[config.mk]
export PLATFORM = sky130hd
export DESIGN_NAME = ibr128_opmode_dec
export DESIGN_NICKNAME = d
export VERILOG_FILES = /design/src/rtl/ibr128_pkg.sv /design/src/rtl/ibr128_chain_state.sv /design/src/rtl/ibr128_opmode_dec.sv
export SDC_FILE = /design/constraint.sdc
export NUM_CORES = 2
export LEC_CHECK = 0
export CAP_MARGIN = 30
export CORE_ASPECT_RATIO = 2
export CORE_MARGIN = 2
export CORE_UTILIZATION = 48
export DETAILED_ROUTE_END_ITERATION = 8
export PLACE_DENSITY_LB_ADDON = 0.3
export SETUP_SLACK_MARGIN = 0.15
export SLEW_MARGIN = 20
export SYNTH_ARGS = -nofsm -noshare
export SYNTH_HDL_FRONTEND = slang
export SYNTH_SLANG_ARGS = --single-unit
[constraint.sdc]
create_clock -name Clk -period 3.09 [get_ports Clk]
set_clock_uncertainty 0.1 [all_clocks]
set_input_delay 0.618 -clock Clk [delete_from_list [all_inputs] [get_ports Clk]]
set_output_delay 0.618 -clock Clk [all_outputs]
set_load 0.05 [all_outputs]
[src/rtl/ibr128_pkg.sv]
// Types and constants shared by the IBR-128 encrypt- and decrypt-side mode controllers.
// Operating modes, decrypt FSM states and the block width live here.
package ibr128_pkg;

  localparam int BLOCK_W = 128;

  typedef enum logic [1:0] {
    OM_NONE = 2'd0,
    OM_CBC  = 2'd1,
    OM_OFB  = 2'd2,
    OM_CTR  = 2'd3
  } opmode_t;

  typedef enum logic [1:0] {
    ST_IDLE  = 2'd0,
    ST_ISSUE = 2'd1,
    ST_WAIT  = 2'd2,
    ST_OUT   = 2'd3
  } dec_state_t;

  // OFB and CTR run the core forwards to make keystream; CBC needs the inverse cipher.
  function automatic logic mode_encrypt(input opmode_t mode);
    return (mode == OM_OFB) || (mode == OM_CTR);
  endfunction

endpackage

[src/rtl/ibr128_chain_state.sv]
// Per-message chaining state for the decrypt side: CBC chain, OFB feedback and CTR counter.
// All three reload from {IV, 0} on reset or message open; each advances only on its own strobe.
module ibr128_chain_state
  import ibr128_pkg::*;
#(
  parameter int IV_W  = 32,
  parameter int CTR_W = 32
) (
  input  logic               Clk,
  input  logic               RstN,
  input  logic [IV_W-1:0]    IV,
  input  logic               load,
  input  logic               upd_cbc,
  input  logic               upd_ofb,
  input  logic               upd_ctr,
  input  logic [BLOCK_W-1:0] ct_q,
  input  logic [BLOCK_W-1:0] e_data,
  output logic [BLOCK_W-1:0] chain,
  output logic [BLOCK_W-1:0] feedback,
  output logic [BLOCK_W-1:0] counter
);

  localparam int IV_SHIFT = BLOCK_W - IV_W;

  logic [BLOCK_W-1:0] iv_block;
  logic [CTR_W-1:0]   ctr_lo_next;

  // IV sits in the most significant bits; the rest of the block starts at zero.
  assign iv_block    = BLOCK_W'(IV) << IV_SHIFT;
  assign ctr_lo_next = counter[CTR_W-1:0] + CTR_W'(1);

  always_ff @(posedge Clk) begin
    if (!RstN || load) begin
      chain    <= iv_block;
      feedback <= iv_block;
      counter  <= iv_block;
    end else begin
      if (upd_cbc) chain <= ct_q;
      if (upd_ofb) feedback <= e_data;
      // Only the low CTR_W bits count; they wrap and never carry into the upper bits.
      if (upd_ctr) counter <= {counter[BLOCK_W-1:CTR_W], ctr_lo_next};
    end
  end

endmodule

[src/rtl/ibr128_opmode_dec.sv]
// Decrypt-side mode controller for the IBR-128 block cipher: takes ciphertext blocks,
// drives the shared block core (CBC decrypt, OFB/CTR keystream) and returns plaintext.
//
// Handshake: a ciphertext block transfers on a cycle where cipherValid and cipherAccept are
// both high; cipherAccept is offered only in IDLE with Enable=1, OB=0 and out of reset.
// plainReady is a one-cycle pulse with plainText valid; plainText then holds until the next result.
module ibr128_opmode_dec
  import ibr128_pkg::*;
#(
  parameter int IV_W  = 32,
  parameter int CTR_W = 32
) (
  input  logic               Clk,
  input  logic               RstN,
  input  logic               Enable,
  input  logic [1:0]         SOM,
  input  logic               OB,
  input  logic [IV_W-1:0]    IV,
  input  logic               SA,
  input  logic [BLOCK_W-1:0] cipherText,
  input  logic               cipherValid,
  output logic               cipherAccept,
  output logic [BLOCK_W-1:0] plainText,
  output logic               plainReady,
  output logic               encrypt,
  output logic               block_start,
  output logic [BLOCK_W-1:0] pData,
  output logic               sa,
  input  logic               block_ready,
  input  logic [BLOCK_W-1:0] eData,
  output dec_state_t         dbg_state
);

  dec_state_t         state_q, state_d;
  opmode_t            mode_q;
  opmode_t            som_mode;
  logic [BLOCK_W-1:0] ct_q;
  logic [BLOCK_W-1:0] chain, feedback, counter;
  logic [BLOCK_W-1:0] issue_data, pt_core;
  logic               run, take, core_done;

  assign som_mode     = opmode_t'(SOM);
  assign run          = Enable && !OB;
  assign cipherAccept = RstN && run && (state_q == ST_IDLE);
  assign take         = cipherAccept && cipherValid;
  assign core_done    = run && (state_q == ST_WAIT) && block_ready;
  assign dbg_state    = state_q;

  ibr128_chain_state #(
    .IV_W  (IV_W),
    .CTR_W (CTR_W)
  ) u_chain_state (
    .Clk      (Clk),
    .RstN     (RstN),
    .IV       (IV),
    .load     (OB),
    .upd_cbc  (core_done && (mode_q == OM_CBC)),
    .upd_ofb  (core_done && (mode_q == OM_OFB)),
    .upd_ctr  (core_done && (mode_q == OM_CTR)),
    .ct_q     (ct_q),
    .e_data   (eData),
    .chain    (chain),
    .feedback (feedback),
    .counter  (counter)
  );

  always_ff @(posedge Clk) begin
    if (!RstN) begin
      state_q <= ST_IDLE;
    end else begin
      state_q <= state_d;
    end
  end

  // OB and a dropped Enable both abandon the block in flight; nothing is retired.
  always_comb begin
    state_d = state_q;
    if (!run) begin
      state_d = ST_IDLE;
    end else begin
      case (state_q)
        ST_IDLE:  if (cipherValid) state_d = (som_mode == OM_NONE) ? ST_OUT : ST_ISSUE;
        ST_ISSUE: state_d = ST_WAIT;
        ST_WAIT:  if (block_ready) state_d = ST_OUT;
        ST_OUT:   state_d = ST_IDLE;
        default:  state_d = ST_IDLE;
      endcase
    end
  end

  // Core input is chosen from the live SOM at accept so it is ready during ISSUE.
  always_comb begin
    issue_data = cipherText;
    case (som_mode)
      OM_OFB:  issue_data = feedback;
      OM_CTR:  issue_data = counter;
      default: issue_data = cipherText;
    endcase
  end

  always_comb begin
    pt_core = eData ^ ct_q;
    if (mode_q == OM_CBC) pt_core = eData ^ chain;
  end

  // Outputs are registered one step ahead of the state they belong to.
  always_ff @(posedge Clk) begin
    if (!RstN) begin
      mode_q      <= OM_NONE;
      ct_q        <= '0;
      plainText   <= '0;
      plainReady  <= 1'b0;
      encrypt     <= 1'b0;
      block_start <= 1'b0;
      pData       <= '0;
      sa          <= 1'b0;
    end else begin
      block_start <= 1'b0;
      plainReady  <= 1'b0;
      if (take) begin
        ct_q   <= cipherText;
        mode_q <= som_mode;
        sa     <= SA;
        if (som_mode == OM_NONE) begin
          plainText  <= cipherText;
          plainReady <= 1'b1;
        end else begin
          block_start <= 1'b1;
          pData       <= issue_data;
          encrypt     <= mode_encrypt(som_mode);
        end
      end
      if (core_done) begin
        plainText  <= pt_core;
        plainReady <= 1'b1;
      end
    end
  end

endmodule

==> run_results.csv <==
group,metric,value,unit
final_layout,drive_above_1_share,5.429,%
power,powerDensity,488.6,nW/um^2
hold_path,hp-class,"flip-flop to flip-flop",
floorplan,die_x,184.3,um
final_layout,layout_commonest_cell,"nand2_1",
synth,synth_cells,3510,
critical_path,r2r_start,"dbg_state[0]$_SDFFE_PN0P_",
floorplan,die_area,67200,um^2
synth,synth_nets,3811,
clocking,ctsHoldBuffers,0,
synth,synth_area,31210,um^2
final_layout,areaGrowthSynthToFinish,28.01,%
place,placed_area,37900,um^2
global_routing,grt_pass1_vias,28030,
final_layout,layout.nets,4194,
critical_path,crit_cells,6,
power,power.leakage,12.85,nW
synth,synth-async-reset-ratio,0,%
power,ir_drop,471.6,uV
synth,ys_seq_area_share,48.75,%
final_layout,fillers,5479,
clocking,cts_buffers,60,
floorplan,initial_core_util,48.33,%
critical_path,crit_type,"input port to output pin",
clocking,clk_latency,620,ps
critical_path,worstPathArrival,2100,ps
critical_path,crit_buf_inv,5,
critical_path,path_cells,"clkdlybuf4s50_1 > buf_4 > nand4b_1 > inv_1 > buf_4 > buf_12",
clocking,cts-resized-gates,0,
synth,synth_area_leaders,"dfxtp_1 40%, nand2_1 10%, edfxtp_1 9.2%",
synth,synth_seq_cells,712,
critical_path,r2r_cells,6,
place,gp_congestion,0.8750,
clocking,cts-root-buf,"clkbuf_16",
critical_path,path_delay_family,"buffers and inverters",
final_layout,fin_area,39950,um^2
floorplan,ios,560,
critical_path,crit_path_top_delay_cell,"clkdlybuf4s50_1",
synth,synth_top_area_share,39.51,%
sta,setup_viol,0,
job,max_cap_viol_count,0,
global_routing,grt_overflow,0,
sta,finalMaxSlewViolations,0,
place,io_buffers,559,
clocking,cts_setup_buffers,0,
critical_path,crit_fanout,4,
routing,routedWlPerCell,23.53,um
sta,max_freq,0.3546,GHz
clocking,cts.sinks,712,
routing,vias,28530,
synth,synthFlopType,"dfxtp_1",
sta,fin_setup_tns,0,ps
synth,yosysUniqueCellTypes,48,
synth,ys_warn_count,0,
run_status,run_status,"complete, no violations",
sta,min_period_over_period,91.26,%
critical_path,cpPeakStageDelay,530,ps
synth,avgSynthCellArea,8.892,um^2
sta,maxSlewHeadroom,29.86,%
critical_path,crit_end,"cipherAccept",
floorplan,dieHeight,364.6,um
routing,first_pass_iters,5,
power,p_total,19.52,mW
global_routing,track_usage,32.90,%
critical_path,reg2reg_setup_slack,570,ps
clocking,cts_htree_levels,2,
critical_path,endpoint_kind,"output pin",
place,dp_hpwl,75700,um
routing,drt_wl_total,113400,um
routing,drtIter0Drc,2024,
critical_path,worst_ep_required_time,2370,ps
sta,hold_violations,0,
routing,routed_via_density,5.920,
sta,period_needed,2820,ps
floorplan,core_area,64580,um^2
global_routing,grt_first_pass_wirelength,169100,um
clocking,cts_tree,"yes",
synth,yosys.area.top_type,"dfxtp_1",
routing,drc,0,
global_routing,antenna_found_initial,14,
synth,synth-edff-count,96,
sta,worst_slew_pin_slew,1052,ps
final_layout,final_cell_mix,"850 x nand2_1, 616 x dfxtp_1, 556 x clkdlybuf4s50_1",
critical_path,startpoint,"Enable",
global_routing,grt_max_degree,167,
clocking,clockBufferDepth,3,
floorplan,std_cell_rows,132,
clocking,path_clk_slew,60,ps
critical_path,crit_top_cell,"buf_4",
sta,rsz0062_at_grt,"no",
routing,ant_nets,0,
sta,worst_hold_slack,352.7,ps
critical_path,start_kind,"input port",
critical_path,worstReg2RegEnd,"u_chain_state.counter[28]$_SDFFE_PN0P_",
==> worst reg2reg max path: stages (launching register included) <==
cell	delay (ps)
dfxtp_1	330
inv_1	100
ha_1	220
nand4b_1	270
or4_4	760
or4_1	520
a21oi_1	150
==> flip-flops by register name, indices dropped and copies added (netlist names), 2 cells and up <==
signal and cells:
u_chain_state.feedback 128, ct_q 128, mode_q 2, plainText 128
pData 128, dbg_state 2, u_chain_state.chain 128, u_chain_state.counter 64
==> through the flow <==
stage                     util [%]  worst slack [ps]  std cells
after global routing         61.86             204.9       4817
after detailed placement     58.69            -3.668       4702
after global placement       58.66             62.85       4701
after CTS                    61.85             273.8       4813
after floorplan                  -             210.6       3510
final                        61.87             270.0       4819
==> where the power goes <==
part	leakage (nW)	switching, mW	internal, mW	total (mW)
Clock	1.00	3.51	4.49	8.00
Sequential	5.97	0.0878	9.59	9.68
Combinational	5.88	1.10	0.735	1.83
Total	12.8	4.70	14.8	19.5
==> Yosys cell counts, types with 2 or more instances <==
cell      instances
a211oi_1        257
a21o_1           64
a21oi_1         411
a31oi_1          64
and2_1           33
and3_1            4
buf_1            20
buf_2            36
buf_4             3
buf_6             3
clkbuf_1        266
dfxtp_1         616
edfxtp_1         96
ha_1              4
inv_1            12
mux2i_1         194
nand2_1         854
nand3_1          13
nand3b_1         65
nand4_1           6
nand4b_1          3
nor2_1           20
nor2b_1           2
nor3_1            6
nor4_1            6
o211ai_1         64
o21ai_0          70
o31a_1          129
o31ai_1          13
o41ai_1           3
or2_2             2
or3_1             4
or4_1            15
or4_4             2
or4b_1            3
xnor2_1           6
xor2_1          130
==> area by class of cell <==
type	count	area (um^2)	area share, %
Tap cell	871	1090	2.728
Timing Repair Buffer	650	6800	17.02
Clock inverter	23	290.3	0.7265
Antenna cell	6	15.01	0.03758
Multi-Input combinational cell	2457	14730	36.88
Sequential cell	712	15210	38.08
Inverter	12	62.56	0.1566
Clock buffer	88	1748	4.375
==> cells by family after synthesis <==
group                      synth area share (%)
DFF                                       48.75
AOI/OAI and AO/OA                         22.30
muxes                                     6.222
buffers and inverters                     4.358
adders and majority gates                0.1604
xor gates and xnor gates                  3.816
and+or+nand+nor                           14.40
==> routing by layer <==
layer,global-route usage (%),vias up,wire [um]
li1,-,13190,-
met1,35.68,13670,39850
met5,0,-,113
met3,9.865,341,11390
met2,56.46,1320,55130
met4,19.11,18,6890
==> worst min-delay path by stage <==
stage                                                        from                                       to  slack (ps)  cells past startpoint
after floorplan               u_chain_state.chain[0]$_SDFFE_PN0P_      u_chain_state.chain[0]$_SDFFE_PN0P_         330                      2
after global placement       u_chain_state.chain[34]$_SDFFE_PN0P_     u_chain_state.chain[34]$_SDFFE_PN0P_         340                      2
after detailed placement  u_chain_state.feedback[22]$_SDFFE_PN0N_  u_chain_state.feedback[22]$_SDFFE_PN0N_         350                      2
after CTS                 u_chain_state.feedback[22]$_SDFFE_PN0N_  u_chain_state.feedback[22]$_SDFFE_PN0N_         350                      2
after global routing       u_chain_state.feedback[7]$_SDFFE_PN0N_   u_chain_state.feedback[7]$_SDFFE_PN0N_         370                      2
final                                     pData[124]$_SDFFE_PN0P_                  pData[124]$_SDFFE_PN0P_         350                      2
Power figures use the tool's default switching activity.
